### src/rtl/i2s_rx_pkg.sv
// i2s_rx_pkg: shared FSM state encoding and channel codes for the I2S receiver.
package i2s_rx_pkg;
  // ST_DELAY names the I2S skip bit. That bit is always the lrck edge cycle, so the FSM never holds it as a registered state.
  typedef enum logic [1:0] {
    ST_IDLE  = 2'd0,
    ST_DELAY = 2'd1,
    ST_SHIFT = 2'd2,
    ST_WAIT  = 2'd3
  } state_t;
  localparam logic CH_LEFT  = 1'b0;
  localparam logic CH_RIGHT = 1'b1;
endpackage

### src/rtl/i2s_lrck_det.sv
// i2s_lrck_det: lrck edge detector and slot channel register.
// lrck_q loads during reset, so no edge is seen when reset is released.
module i2s_lrck_det
  import i2s_rx_pkg::*;
(
  input  logic sck,
  input  logic rst_n,
  input  logic lrck,
  output logic lr_edge,
  output logic slot_ch
);
  logic lrck_q;
  assign lr_edge = lrck != lrck_q;
  always_ff @(posedge sck) begin
    lrck_q  <= lrck;
    slot_ch <= !rst_n ? CH_LEFT : lr_edge ? lrck : slot_ch;
  end
endmodule

### src/rtl/i2s_rx.sv
// i2s_rx: I2S serial-to-parallel receiver. It emits one DATA_WIDTH word per lrck slot.
// Define I2S_RX_LJ_EN to select left-justified framing. The default is standard I2S with a one-bit delay.
module i2s_rx
  import i2s_rx_pkg::*;
#(
  parameter int DATA_WIDTH = 8
) (
  input  logic                  sck,
  input  logic                  rst_n,
  input  logic                  lrck,
  input  logic                  sdin,
  output logic [DATA_WIDTH-1:0] data,
  output logic                  l_vld,
  output logic                  r_vld,
  output logic                  frame_err
);
  localparam int CW = $clog2(DATA_WIDTH + 1);
`ifdef I2S_RX_LJ_EN
  localparam bit LJ = 1'b1;
`else
  localparam bit LJ = 1'b0;
`endif
  state_t                state;
  logic [CW-1:0]         bit_cnt;
  logic [DATA_WIDTH-1:0] shreg;
  logic                  lr_edge, slot_ch, pend, pend_ch, last, old_bit, new_bit;
  i2s_lrck_det u_det (
    .sck     (sck),
    .rst_n   (rst_n),
    .lrck    (lrck),
    .lr_edge (lr_edge),
    .slot_ch (slot_ch)
  );
  // In I2S, the edge-cycle bit is the LSB of the old slot. In LJ, it is the MSB of the new slot.
  always_comb begin
    last    = bit_cnt == CW'(DATA_WIDTH - 1);
    old_bit = state == ST_SHIFT && !(LJ && lr_edge);
    new_bit = LJ && lr_edge;
  end
  always_ff @(posedge sck)
    if (!rst_n) begin
      state     <= ST_IDLE;
      bit_cnt   <= '0;
      shreg     <= '0;
      pend      <= 1'b0;
      pend_ch   <= CH_LEFT;
      data      <= '0;
      l_vld     <= 1'b0;
      r_vld     <= 1'b0;
      frame_err <= 1'b0;
    end else begin
      l_vld     <= pend && pend_ch == CH_LEFT;
      r_vld     <= pend && pend_ch == CH_RIGHT;
      data      <= pend ? shreg : data;
      pend      <= 1'b0;
      frame_err <= 1'b0;
      if (old_bit || new_bit) shreg <= {shreg[DATA_WIDTH-2:0], sdin};
      if (old_bit) begin
        bit_cnt <= bit_cnt + 1'b1;
        if (last) begin
          pend    <= 1'b1;
          pend_ch <= slot_ch;
          state   <= ST_WAIT;
        end
      end
      if (lr_edge) begin
        frame_err <= state == ST_SHIFT && !(old_bit && last);
        state     <= ST_SHIFT;
        bit_cnt   <= new_bit ? CW'(1) : '0;
      end
    end
endmodule
### config.mk
export PLATFORM = sky130hd
export DESIGN_NAME = i2s_rx
export DESIGN_NICKNAME = d
export VERILOG_FILES = /design/src/rtl/i2s_rx_pkg.sv /design/src/rtl/i2s_lrck_det.sv /design/src/rtl/i2s_rx.sv
export SDC_FILE = /design/constraint.sdc
export NUM_CORES = 1
export LEC_CHECK = 0
export ABC_CLOCK_PERIOD_IN_PS = 2500
export CORE_MARGIN = 1
export CORE_UTILIZATION = 33
export DETAILED_ROUTE_END_ITERATION = 8
export REMOVE_ABC_BUFFERS = 1
export SLEW_MARGIN = 10
export SYNTH_ARGS = -nofsm -noshare
export SYNTH_HDL_FRONTEND = slang
export SYNTH_SLANG_ARGS = --single-unit
### constraint.sdc
create_clock -name sck -period 2.5 [get_ports sck]
set_clock_uncertainty 0.05 [all_clocks]
set_input_delay 0.5 -clock sck [delete_from_list [all_inputs] [get_ports sck]]
set_output_delay 0.5 -clock sck [all_outputs]
set_load 0.05 [all_outputs]
# Word level (Yosys, flattened, before mapping)
# Index checks and enable logic that the tools add are counted.
[totals]
ff_bits = 29
wordCells = 34
[op_classes]
n_addsub = 1
n_eq_ne = 3
muxes = 4
bitwise = 2
reduce_logical = 12
[op_table]
columns = ["operator", "n"]
rows = [
  ["2-bit AND reduction", 4],
  ["2-bit 2-to-1 mux", 3],
  ["4-bit by 1-bit adder with 4-bit output, second input constant", 1],
  ["4-bit by 3-bit == test with 1-bit output, second input constant", 1],
  ["1-bit logical AND", 4],
  ["2-bit nonzero test", 2],
  ["2-bit == test, second input constant", 1],
  ["1-bit inverter", 2],
  ["2-bit OR reduction", 1],
  ["1-bit logical NOT", 1],
  ["1-bit 2-to-1 mux", 1],
  ["1-bit != test", 1],
]

# Depth between registers and ports, before layout
# Gate-level depths: netlist of the first run.
[logic_depth]
word_depth = 4
ltp_mapped = 4
ltp_nobuf = 4

# Hierarchy
# Synthesis of the first run repeated with hierarchy kept, for this count alone.
[unflattened]
hier_cells = 109
hier_area_um2 = 1066.0
[by_module_without_submodules]
columns = ["module", "n_inst", "cells_each", "area_per_inst_um2", "seq_area_each_um2"]
rows = [
  ["i2s_rx", 1, 102, 994.7, 540.5],
  ["i2s_lrck_det", 1, 7, 71.3, 40.0],
]

# Least setup slack after synthesis of the first run
# Ideal clock, no wire load.
[synth_timing]
path_type = "register -> output"
startpoint = "reg data[0]"
endpoint = "out data[0]"
arrival_time_ns = 0.602
required_ns = 1.950
slack_ns = 1.348
stages_incl_launch_ff = 1
cell_sequence = "dfxtp_1"
[synth_lines]
columns = ["element", "line_no", "text"]
rows = [
  ["from (decl)", "i2s_rx.sv:12", "output logic [DATA_WIDTH-1:0] data,"],
  ["from (signal assigned)", "i2s_rx.sv:54", "data <= pend ? shreg : data;"],
]
# No word-level cell between the ends.

# Worst setup path after layout of the first run
[layout_timing]
startpoint = "reg data[0]"
endpoint = "out data[0]"
# No word-level cell between the ends.

==> results of run 1 <==
## path summary, 6_finish.rpt
check | startpoint | end | depth (start not counted)
setup / recovery | data[0] | data[0] | 1
setup reg to reg | state[0] | bit_cnt[3] | 3
hold / removal | pend_ch | l_vld | 1
hold reg to reg | pend_ch | l_vld | 1
## power by group
group / internal (mW) / switching, mW / leakage [nW] / total [mW]
combinational: 0.0180 / 0.0266 / 0.169 / 0.0446
clock: 0.107 / 0.157 / 0.0320 / 0.264
sequential: 0.469 / 0.00548 / 0.235 / 0.474
total: 0.594 / 0.189 / 0.436 / 0.783
## cell type report
class	count	area, um^2	area share [%]
clock buffers	6	41.3	3.20
clock inverters	2	10.0	0.776
inverters	2	7.51	0.582
multi-input cells	73	448	34.7
flip-flops and latches	29	581	45.0
well taps	44	55.1	4.27
repair buffers	15	148	11.4
## routing by layer
metal / wire [um] / part of all wire, % / vias up / global-route usage [%]
met5: 0 / 0 / - / 0
met4: 57 / 3.4 / 0 / 8.16
met3: 111 / 6.6 / 6 / 7.25
met2: 706 / 42 / 20 / 18.2
met1: 817 / 48 / 336 / 13.8
li1: - / - / 390 / -
## kinds of logic (layout without fill, tap and decap cells)
group,count (synthesis),count (layout)
simple gates,45,45
flops,29,29
compound gates,15,15
mux,8,8
buf+inv,7,25
xor+xnor,3,3
fa+ha+maj,2,2
## cell usage in the layout (no fill, tap or decap), types with 2 or more instances in the layout
cell / netlist / layout
sky130_fd_sc_hd__a21boi_0: 10 / 10
sky130_fd_sc_hd__o21ai_0: 2 / 2
sky130_fd_sc_hd__clkinv_2: 0 / 2
sky130_fd_sc_hd__clkbuf_4: 0 / 5
sky130_fd_sc_hd__nand3_1: 2 / 2
sky130_fd_sc_hd__clkdlybuf4s50_1: 0 / 14
sky130_fd_sc_hd__nor2_1: 5 / 5
sky130_fd_sc_hd__a21oi_1: 3 / 3
sky130_fd_sc_hd__xnor2_1: 2 / 2
sky130_fd_sc_hd__nor2b_1: 8 / 8
sky130_fd_sc_hd__dfxtp_1: 29 / 29
sky130_fd_sc_hd__nand3b_1: 2 / 2
sky130_fd_sc_hd__nand2_1: 21 / 21
sky130_fd_sc_hd__mux2i_1: 8 / 8
sky130_fd_sc_hd__inv_1: 2 / 2
## Yosys cell counts
cell                        n
sky130_fd_sc_hd__nand3b_1   2
sky130_fd_sc_hd__and2_1     1
sky130_fd_sc_hd__or3_1      1
sky130_fd_sc_hd__o21ai_0    2
sky130_fd_sc_hd__inv_1      2
sky130_fd_sc_hd__nand2b_1   1
sky130_fd_sc_hd__nor3_1     1
sky130_fd_sc_hd__and3_1     1
sky130_fd_sc_hd__clkbuf_1   2
sky130_fd_sc_hd__dfxtp_1   29
sky130_fd_sc_hd__mux2i_1    8
sky130_fd_sc_hd__buf_2      2
sky130_fd_sc_hd__xor2_1     1
sky130_fd_sc_hd__maj3_1     1
sky130_fd_sc_hd__a21oi_1    3
sky130_fd_sc_hd__nand3_1    2
sky130_fd_sc_hd__xnor2_1    2
sky130_fd_sc_hd__and3b_1    1
sky130_fd_sc_hd__and2b_1    1
sky130_fd_sc_hd__nor2b_1    8
sky130_fd_sc_hd__buf_4      1
sky130_fd_sc_hd__nor2_1     5
sky130_fd_sc_hd__ha_1       1
sky130_fd_sc_hd__a21boi_0  10
sky130_fd_sc_hd__nand2_1   21
## per-stage QoR
step                power [mW]  instance area, um^2
floorplan                0.511                 1040
global placement         0.529                 1240
detailed placement       0.531                 1240
CTS                      0.799                 1290
global route             0.829                 1290
finish                   0.783                 1290
## state kept, by name, summed over array words and instances, names as in the netlist
signal and cells:
frame_err 1, u_det.lrck_q 1, data 8, pend 1, bit_cnt 4, shreg 8
state 2, r_vld 1, pend_ch 1, u_det.slot_ch 1, l_vld 1
==> flow_summary.toml, run 1 <==
[grt]
grt_max_degree = 24
grtUsageTotal_pct = 12.5
grt_overflow = 0
via_count_of_the_first_global_routing_pass = 665
initial_antenna_violation_count = 0
first_pass_grt_wire_length_um = 2990

[min_path]
worstHoldPathType = "flop to flop"

[clock_tree]
cts.reportedPaths.clkPinSlew_ns = 0.09
clock_tree.htree_level_count = 2
cts_repair_resize_count = 0
post_cts_setup_bufs = 0
cts_hold_buffers = 0
clock_tree_from_tritoncts = "done"
clock_path_buffers = 2
cts-buffers-inserted = 5
clock-root-buffer = "sky130_fd_sc_hd__clkbuf_4"
clock_latency_on_the_worst_skew_pair_ns = 0.32
cts.sinks = 29

[final_layout]
postLayoutCoreUtil_pct = 42.3
area_growth_syn_to_layout_pct = 21.6
n_antenna_cell = 0
finalNonFillerCells = 171
fill_cells = 320
finish.net_count = 131
final_layout_size_suffix_gt1_share_pct = 6.30

[pwr]
static-leakage-power_nw = 0.436
power_density_nw_per_um2 = 607
irDropWorstVdd_mv = 0.234

[synth]
synth_largest_area_cell = "sky130_fd_sc_hd__dfxtp_1"
yosysWarnings = 0
mappedNetlistArea_um2 = 1060
yosys.area_share.xor_xnor_pct = 2.48
area_fraction_in_compound_gates_after_synthesis_pct = 9.43
synth_top_area_share_pct = 54.7
synth-seq-area-share_pct = 54.7
synth.area.mux_share_pct = 7.55
post_synth.cell_area_avg_um2 = 9.73
postSynthRegisterBits = 29
dominant_combinational_cell_family_by_area_after_synthesis = "simple AND/OR/NAND/NOR gates"
number_of_instances_in_the_synthesized_netlist = 109
synth_area_leaders = "sky130_fd_sc_hd__dfxtp_1, sky130_fd_sc_hd__mux2i_1, sky130_fd_sc_hd__nand2_1"
yosys.area_share.simple_pct = 20.6
synth_adder_area_share_pct = 2.12
post_synth_num_cell_types = 25

[floorplan]
die_height_um = 58.7
floorplan.die.width_um = 58.7
ios = 15
initial_core_util_pct = 34.8
die_area_um2 = 3450
rows = 20
core_region_area_um2 = 3050

[status]
status = "finished, final reports clean"

[setup_path]
end_kind = "primary output"
worstPathArrival_ns = 1.46
critical_path.startpoint_type = "flop"
setup.worst_path.class = "flop to primary output"
critical-path-top-delay-family = "buffers and inverters"
internal_reg_to_reg_setup_slack_ns = 1.15
cp_slowest_cell = "sky130_fd_sc_hd__clkdlybuf4s50_1"
worst-endpoint-required_ns = 1.95
critPathBufInv = 1
timing.critical_path.slowest_cell_delay_ns = 0.80
crit_fanout = 2
critical_path.cell_chain = "clkdlybuf4s50_1"

[routing]
wire_per_inst_um = 9.89
first_iter_violations = 18
viasPerCell = 4.40
detail_route.wirelength_um = 1690
routed-via-count = 752
drc = 0
detail_route.first_pass.iterations = 4
drt.antenna.violating_nets = 0

[timing]
finalMaxSlewViolations = 0
final.hold.worst_slack_ns = 0.400
hold_violations = 0
worst_slew_margin_rel_pct = 65.0
layout_min_cycle_time_ns = 2.01
fin_crit_sh_pct = 80.5
tightestPinTransition_ns = 0.525
timing.final.setup_violations = 0
fmax_mhz = 497
setup_slack_ns = 0.488
fin_tns_setup_ns = 0
rsz0062_at_grt = "no"

[place]
detailed_place_hpwl_um = 1130
port_buffers = 14
gp_congestion = 0.725
place_ws_ns = 0.804
place.detailed.instances = 163

[job]
timing.max_cap.violations = 0
(Power assumes the default switching activity.)
==> inputs of run 2 (changes only) <==
ABC_CLOCK_PERIOD_IN_PS = 1800   (was 2500)
clock period = 1.8 ns   (was 2.5 ns; I/O delays follow)
==> flow_summary.toml, run 2 (synthesis results as in run 1) <==
[status]
status = "finished, final reports clean"

[routing]
top_layer = "met4"
first_iter_violations = 11
wire_per_inst_um = 10.2
drc = 0
viasPerCell = 4.41
wl_met1_um = 817
wl_met2_um = 792
drt.antenna.violating_nets = 0
met3RoutedLength_um = 89
routed-via-count = 759
detail_route.wirelength_um = 1750
detail_route.first_pass.iterations = 3

[grt]
via_count_of_the_first_global_routing_pass = 718
grt_max_degree = 13
grt_overflow = 0
grtUsageTotal_pct = 12.8
initial_antenna_violation_count = 0
first_pass_grt_wire_length_um = 3150

[final_layout]
fill_cells = 313
seq_area_um2 = 581
area_growth_syn_to_layout_pct = 21.5
layout_common_cells = "sky130_fd_sc_hd__dfxtp_1, sky130_fd_sc_hd__nand2_1, sky130_fd_sc_hd__buf_4"
n_antenna_cell = 0
commonest_non_fill_non_tap_cell_in_the_layout = "sky130_fd_sc_hd__dfxtp_1"
final_layout_size_suffix_gt1_share_pct = 16.4
finish.net_count = 132
multiInputGateArea_um2 = 448
layout_top_registers = "data x8, shreg x8, bit_cnt x4"
postLayoutCellArea_um2 = 1290

[job]
timing.max_cap.violations = 0

[clock_tree]
cts_repair_resize_count = 0
clock_latency_on_the_worst_skew_pair_ns = 0.33
cts.sinks = 29
cts_hold_buffers = 0
cts.reportedPaths.clkPinSlew_ns = 0.09
clock_path_buffers = 2
clock_tree.htree_level_count = 2
cts-buffers-inserted = 5
clock-root-buffer = "sky130_fd_sc_hd__clkbuf_4"
post_cts_setup_bufs = 0
clock_tree_from_tritoncts = "done"

[pwr]
static-leakage-power_nw = 0.473
power_density_nw_per_um2 = 908
power_mw = 1.17
irDropWorstVdd_mv = 0.360

[setup_path]
setup.worst_path.class = "flop to flop"
worst-endpoint-required_ns = 2.00
worstPathArrival_ns = 1.50
ff_to_ff_path_depth = 3
internal_reg_to_reg_setup_slack_ns = 0.50
critical_path.startpoint_type = "flop"
end_kind = "flop"
timing.rr.end = "frame_err"
startpoint_of_the_most_critical_register_to_register_path = "state[1]"
crit_fanout = 12

[floorplan]
die_height_um = 58.7
initial_core_util_pct = 34.8
floorplan.die.width_um = 58.7
die_area_um2 = 3450
ios = 15
core_region_area_um2 = 3050
rows = 20

[min_path]
timing.hold.worst_endpoint = "l_vld"
hold_start = "pend_ch"
worstHoldPathType = "flop to flop"
timing.hold.worst_path_depth = 1

[timing]
tightestPinTransition_ns = 0.513
layout_min_cycle_time_ns = 1.30
worst_slew_margin_rel_pct = 65.7
fin_tns_setup_ns = 0
hold_violations = 0
rsz0062_at_grt = "no"
fmax_mhz = 772
timing.final.setup_violations = 0
finalMaxSlewViolations = 0
fin_crit_sh_pct = 72.0

[place]
detailed_place_hpwl_um = 1210
postPlaceCellArea_um2 = 1220
gp_congestion = 0.701
port_buffers = 14
[run 2: layer usage]
| metal | global-route usage, % | vias up |
|---|---|---|
| li1 | - | 394 |
| met3 | 5.93 | 5 |
| met1 | 14.5 | 346 |
| met4 | 8.16 | 0 |
| met5 | 0 | - |
| met2 | 19.5 | 14 |
[run 2: worst max-delay path: stages, from the launching register on]
cell	delay, ns
sky130_fd_sc_hd__dfxtp_1	0.41
sky130_fd_sc_hd__and2b_1	0.44
sky130_fd_sc_hd__nand2_1	0.13
sky130_fd_sc_hd__nor3_1	0.19
[run 2: power breakdown]
part	switching (mW)	internal, mW
clock	0.220	0.226
combinational	0.0374	0.0270
sequential	0.00812	0.651
total	0.265	0.904
[run 2: area by class of cell]
type	count	area share (%)
inverter	2	0.583
multi-input combinational	73	34.8
timing repair buffer	16	9.90
clock buffer	7	5.05
sequential	29	45.0
clock inverter	1	0.388
tap	44	4.27
[run 2: worst max-delay path by stage]
stage	slack, ns	depth (start not counted)	startpoint	end
2_1_floorplan	0.63	3	state[0]	bit_cnt[3]
3_3_place_gp	0.24	3	rst_n	shreg[3]
3_5_place_dp	0.20	3	rst_n	shreg[4]
4_1_cts	0.47	3	state[1]	frame_err
5_1_grt	0.34	3	state[1]	pend_ch
6_report	0.50	3	state[1]	frame_err
[run 2: stage by stage]
stage / utilization [%] / hold slack [ns] / setup slack [ns] / instances
2_1_floorplan: - / 0.338 / 0.629 / 104
3_5_place_dp: 39.9 / 0.374 / 0.201 / 164
5_1_grt: 42.2 / 0.442 / 0.341 / 172
3_3_place_gp: 39.9 / 0.370 / 0.239 / 164
4_1_cts: 42.2 / 0.395 / 0.466 / 172
6_report: 42.2 / 0.384 / 0.504 / 172
